## config.mk

```make
export PLATFORM = sky130hd
export DESIGN_NAME = stumps_misr_unloader
export DESIGN_NICKNAME = d
export VERILOG_FILES = /design/src/rtl/stumps_misr_unloader.sv
export SDC_FILE = /design/constraint.sdc
export NUM_CORES = 1
export LEC_CHECK = 0
export CORE_ASPECT_RATIO = 0.75
export CORE_MARGIN = 1.5
export CORE_UTILIZATION = 53
export DETAILED_ROUTE_END_ITERATION = 6
export GPL_ROUTABILITY_DRIVEN = 1
export PLACE_DENSITY = 0.92
export SYNTH_ARGS = -nofsm -noshare
export SYNTH_HDL_FRONTEND = slang
export SYNTH_SLANG_ARGS = --single-unit
```

## constraint.sdc

```tcl
create_clock -name clk -period 3.8 [get_ports clk]
set_input_delay 0.76 -clock clk [delete_from_list [all_inputs] [get_ports clk]]
set_output_delay 0.76 -clock clk [all_outputs]
set_load 0.01 [all_outputs]
```

## src/rtl/stumps_misr_unloader.sv

```systemverilog
// ---------------------------------------------------------------------------
// stumps_misr_unloader
//
// Scan-unload end of a STUMPS self-test path. Sequences the shift/capture
// windows of a bank of scan chains through TC and compacts their parallel
// scan-out bits into a multiple-input signature register (MISR). At the end
// of a session the final signature is compared against GOLDEN.
//
// Session shape: LOAD (CHAIN_LEN) then PATTERNS x { CAPTURE (1), UNLOAD
// (CHAIN_LEN) }. Unloading pattern k overlaps loading pattern k+1, so the
// UNLOAD window doubles as the next LOAD.
//
// Ports:
//   clk        system clock, rising edge
//   rst        asynchronous reset, active-low
//   start      begin a session; honoured only in IDLE or DONE
//   SO         scan-out bit of each chain (chain i on SO[i])
//   TC         test control to chains: 1 = shift, 0 = capture/functional
//   busy       session in progress
//   done       session complete; level, held until next start
//   pass       signature == GOLDEN; valid while done=1, else 0
//   signature  current MISR contents
// ---------------------------------------------------------------------------
module stumps_misr_unloader #(
    parameter int           CHAINS    = 4,
    parameter int           CHAIN_LEN = 8,
    parameter int           PATTERNS  = 2,
    parameter int           W         = 16,
    parameter logic [W-1:0] POLY      = 16'h1021,
    parameter logic [W-1:0] SEED      = 16'h0000,
    parameter logic [W-1:0] GOLDEN    = 16'h0000
) (
    input  logic              clk,
    input  logic              rst,
    input  logic              start,
    input  logic [CHAINS-1:0] SO,
    output logic              TC,
    output logic              busy,
    output logic              done,
    output logic              pass,
    output logic [W-1:0]      signature
);

    localparam int SW = (CHAIN_LEN > 1) ? $clog2(CHAIN_LEN) : 1;
    localparam int PW = (PATTERNS > 0) ? $clog2(PATTERNS + 1) : 1;

    localparam logic [SW-1:0] SHIFT_LAST = SW'(CHAIN_LEN - 1);
    localparam logic [PW-1:0] PAT_LAST   = PW'(PATTERNS);

    typedef enum logic [2:0] {
        S_IDLE,
        S_LOAD,
        S_CAPTURE,
        S_UNLOAD,
        S_DONE
    } state_t;

    state_t         state, state_nxt;
    logic [SW-1:0]  shift_cnt, shift_nxt;
    logic [PW-1:0]  pat_cnt, pat_nxt;
    logic [W-1:0]   sig_nxt;
    logic           done_nxt, pass_nxt;

    // One MISR clock: shift left, fold the MSB back through POLY, then
    // XOR in the zero-extended chain outputs.
    function automatic logic [W-1:0] misr_step(input logic [W-1:0]      m,
                                               input logic [CHAINS-1:0] so);
        logic [W-1:0] so_ext;
        so_ext             = '0;
        so_ext[CHAINS-1:0] = so;
        return {m[W-2:0], 1'b0} ^ (m[W-1] ? POLY : '0) ^ so_ext;
    endfunction

    // State register
    always_ff @(posedge clk or negedge rst) begin
        if (!rst) state <= S_IDLE;
        else      state <= state_nxt;
    end

    // Counters, signature and result flags
    always_ff @(posedge clk or negedge rst) begin
        if (!rst) begin
            shift_cnt <= '0;
            pat_cnt   <= '0;
            signature <= '0;
            done      <= 1'b0;
            pass      <= 1'b0;
        end else begin
            shift_cnt <= shift_nxt;
            pat_cnt   <= pat_nxt;
            signature <= sig_nxt;
            done      <= done_nxt;
            pass      <= pass_nxt;
        end
    end

    // Next-state and output decode
    always_comb begin
        state_nxt = state;
        shift_nxt = shift_cnt;
        pat_nxt   = pat_cnt;
        sig_nxt   = signature;
        done_nxt  = done;
        pass_nxt  = pass;
        TC        = 1'b0;
        busy      = 1'b0;

        case (state)
            S_IDLE, S_DONE: begin
                if (start) begin
                    sig_nxt   = SEED;
                    shift_nxt = '0;
                    pat_nxt   = '0;
                    done_nxt  = 1'b0;
                    pass_nxt  = 1'b0;
                    state_nxt = S_LOAD;
                end
            end

            // First fill of the chains: nothing valid on SO yet, MISR holds.
            S_LOAD: begin
                TC   = 1'b1;
                busy = 1'b1;
                if (shift_cnt == SHIFT_LAST) begin
                    shift_nxt = '0;
                    state_nxt = S_CAPTURE;
                end else begin
                    shift_nxt = shift_cnt + SW'(1);
                end
            end

            S_CAPTURE: begin
                busy      = 1'b1;
                pat_nxt   = pat_cnt + PW'(1);
                state_nxt = S_UNLOAD;
            end

            S_UNLOAD: begin
                TC      = 1'b1;
                busy    = 1'b1;
                sig_nxt = misr_step(signature, SO);
                if (shift_cnt == SHIFT_LAST) begin
                    shift_nxt = '0;
                    if (pat_cnt == PAT_LAST) begin
                        // Judge the signature including this final compaction.
                        state_nxt = S_DONE;
                        done_nxt  = 1'b1;
                        pass_nxt  = (sig_nxt == GOLDEN);
                    end else begin
                        state_nxt = S_CAPTURE;
                    end
                end else begin
                    shift_nxt = shift_cnt + SW'(1);
                end
            end

            default: state_nxt = S_IDLE;
        endcase
    end

endmodule

```

# Word-level counts from Yosys, hierarchy flattened
# Cells that the tools add are included.
# totals
reg_bits	26
latch_bits	0
ramBits	0
romBits	0
input_bits	7
out_inout_bits	20
elab_cells	55
memories	0
# classes
addsub	2
n_mul	0
n_div	0
n_lt_le_gt_ge	0
n_eq_ne	10
n_shift	0
muxes	22
bitwise	2
n_reduce_logical	13
# ops
operator	count
$pmux W16 S2	1
$mux W3	6
$logic_not A16 Y1	1
$mux W16	1
$xor A16 B13 Y16	1
$xor A16 B4 Y16	1
$mux W13	1
$pmux W3 S4	1
$ne A2 B2 Y1 const B	4
$mux W1	7
$eq A3 B2 Y1 const B	2
$eq A3 B3 Y1 const B	2
$pmux W3 S2	1
$reduce_and A2 Y1	3
$reduce_bool A2 Y1	3
$pmux W1 S2	2
$pmux W2 S2	1
$reduce_and A4 Y1	1
$reduce_or A2 Y1	2
$add A3 B1 Y3 const B	1
$eq A3 B1 Y1 const B	1
$logic_not A3 Y1	1
$reduce_and A3 Y1	1
$reduce_or A3 Y1	1
3 further kinds	3

# Longest topological paths before layout
# depth
ltp_word	7
ltp_mapped	5

# Least setup slack after synthesis
# No wires, ideal clock.
# synth_timing
path_type	register to output
startpoint	register state[0]
endpoint	output port busy
arrival_ns	0.800
path_slack_ns	2.240
stages_incl_launch_ff	4
n_path_buf	1
cell_sequence	dfrtp_1 > buf_6 > nor2_1 > nor2_1
# synth_via
elab_chain_len	3
elab_cells_between_ends	5
cone_classes	3 x eq/ne; 1 x mux; 1 x reduce/logical
# synth_lines
element	line	rtl
start, declared	58	state_t state, state_nxt;
start signal, assigned	77	else state <= state_nxt;
$eq A3 B2 Y1 or $eq A3 B1 Y1 (tied branches)	108	case (state)
$reduce_or A3 Y1 (no line) (*)	--	
$mux W1 (*)	108	
end, declared	38	output logic busy,
# Mark *: on every way between the ends. The rest lies on a longest branch, timed or not.

# Worst setup path after layout
# Same ends and word-level chain as after synthesis.

==> impl_metrics.json <==
{
  "initial_core_util": 0.557,
  "path_max_fanout": 19,
  "ys.flop_type": "dfrtp_1",
  "grt_pass1_vias": 882,
  "antenna_left": 0,
  "synth_warnings": 0,
  "ys_seq_area_frac": 0.514,
  "synthXorXnorAreaFrac": 0.0415,
  "startpoint": "state[0]",
  "crit_required_ps": 3040,
  "port_buffers": 26,
  "synthTopCellsByArea": "dfrtp_1, a22o_1, ha_1",
  "avgViaCountPerCell": 5.87,
  "setup_tns_ps": 0,
  "cp-end-kind": "output port",
  "chipWidth_um": 59.4,
  "grt_use_total": 0.214,
  "rsz0062_at_grt": "false",
  "cts.sinks": 26,
  "synth_top_area_cell": "dfrtp_1",
  "ys_async_sr_fraction": 1.00,
  "die_h_um": 45.3,
  "drcViolationCount": 0,
  "post-cts-setup-buffers": 0,
  "h-tree-depth": 1,
  "yosys.area_share.adder": 0.0297,
  "grt_overflow": 0,
  "grt_antenna_before_repair": 0,
  "crit_end": "busy",
  "max-cap-violations": 0,
  "cp_top_family": "flip-flops",
  "syn-mean-instance-area_um2": 11.7,
  "ctsResizeCount": 0,
  "core-area_um2": 2270,
  "synth_top_family_by_area": "compound AO/OA/AOI/OAI gates",
  "num_antenna_cells": 0,
  "final.setup_skew_ps": 4.06,
  "min_path_type": "reg -> reg",
  "numCtsBuffers": 3,
  "cp-start-kind": "flip-flop",
  "synthSimpleGateAreaFrac": 0.124,
  "synth_edf_count": 0,
  "final_cell_mix": "dfrtp_1, clkdlybuf4s50_1, a22o_1",
  "final_nets": 142,
  "syn_inst": 108,
  "finalSetupViolCount": 0,
  "power.total_mw": 1.42,
  "worstMarginPinSlew_ps": 1140,
  "finalWeightedCongestion": 0.846,
  "first_pass_iters": 4,
  "drive_gt1_frac": 0.0916,
  "cts_root_buf": "clkbuf_4",
  "vias": 969,
  "slew_headroom": 0.236,
  "synth.area.mux_share": 0.0257,
  "min_period_over_period": 0.706,
  "max_freq_mhz": 373,
  "worstReg2RegEnd": "signature[12]",
  "die_area_um2": 2690,
  "whs_ps": 532,
  "hold_viol_final": 0,
  "wire_per_inst_um": 16.1,
  "cp_cell_sequence": "nor2_1, nor2_1, clkdlybuf4s50_1",
  "path_buf_inv": 1,
  "grt_pass1_wl_um": 4200,
  "num_io_pins": 27,
  "area_delta_synth_final_pct": 22.6,
  "rr_worst_depth": 3,
  "critPathMaxStageDelay_ps": 740,
  "worst_slack_ps": 1120,
  "synth_compound_area_frac": 0.214,
  "fin_crit_ps": 2680,
  "slowest_stage": "dfrtp_1",
  "ys_seq_elements": 26,
  "cpMostUsedCell": "nor2_1",
  "hpwl_um": 1860,
  "dpl.cell_count": 161,
  "path_depth": 3,
  "cts-hold-fix-buffers": 0,
  "synth_top_area_share": 0.514,
  "grt_max_degree": 27,
  "cp_data_arrival_time_ps": 1920,
  "syn_area_um2": 1260,
  "drt_iter0_markers": 38,
  "peakVddDrop_mv": 0.445,
  "path_class": "reg -> out",
  "syn_nets": 118,
  "slew_violations": 0,
  "post-place-ws_ps": 1490,
  "cts_tree": "yes",
  "power_density_nw_per_um2": 915,
  "rows": 15,
  "r2r_start": "state[0]",
  "clk-insertion-delay-late_ps": 310,
  "status": "complete, no violations",
  "p_leak_nw": 0.664,
  "ff2ff_setup_slack_ps": 2130,
  "path_clk_slew_ps": 130,
  "final_cells": 165,
  "ys_types": 34,
  "cts_buffer_depth": 2,
  "wirelength_um": 2650
}
worst reg2reg max path, stage by stage, from the launching register on:
cell and delay [ps]:
dfrtp_1 740, and3b_4 440, a21oi_4 130, a22o_1 270
state kept, by name, summed over array words and instances (netlist names):
signal     cells
signature     16
done           1
shift_cnt      3
pat_cnt        2
state          3
pass           1
routing by layer:
| metal | global-route usage | vias to the layer above | wire length (um) |
|---|---|---|---|
| met5 | 0 | - | 0 |
| met4 | 0.0636 | 0 | 28 |
| met3 | 0.0458 | 5 | 126 |
| met2 | 0.345 | 37 | 1280 |
| met1 | 0.292 | 484 | 1220 |
| li1 | - | 443 | - |
cell usage after synthesis, types with 3 or more instances:
| cell type | instances |
|---|---|
| buf_2 | 4 |
| a22o_1 | 13 |
| o21ai_0 | 5 |
| nor3_1 | 3 |
| nor2_1 | 4 |
| inv_1 | 3 |
| o2bb2ai_1 | 4 |
| xnor2_1 | 4 |
| ha_1 | 3 |
| buf_6 | 3 |
| dfrtp_1 | 26 |
| nand2_1 | 10 |
final cells by class:
type	count	area, um^2
Clock buffer	4	36.3
Fill cell	166	721
Inverter	3	11.3
Multi-Input combinational cell	72	549
Sequential cell	26	651
Tap cell	34	42.5
Timing Repair Buffer	26	260
worst min path at each step:
stage                         endpoint  depth (start not counted)  slack [ps]          from
after global placement      pat_cnt[0]                          1         510    pat_cnt[0]
after global routing      signature[1]                          1         570  signature[1]
after floorplan                   done                          0         460           rst
after detailed placement          done                          2         510          done
after CTS                         done                          2         540          done
final                             done                          2         530          done
cells by family after synthesis:
logic type | after synthesis
AOI/OAI and AO/OA | 33
buffers and inverters | 10
muxes | 3
and+or+nand+nor | 27
DFF | 26
adders and majority gates | 3
xor gates and xnor gates | 6
report_power, final:
group,internal [mW],leakage [nW],switching (mW)
clock network,0.0586,0.0210,0.0768
registers,0.401,0.322,0.164
logic,0.388,0.321,0.330
metrics by stage:
stage / area [um^2] / util
2_1_floorplan: 1260 / -
3_3_place_gp: 1510 / 0.667
3_5_place_dp: 1510 / 0.667
4_1_cts: 1550 / 0.683
5_1_grt: 1550 / 0.683
6_report: 1550 / 0.683
Power figures use the tool's default switching activity.
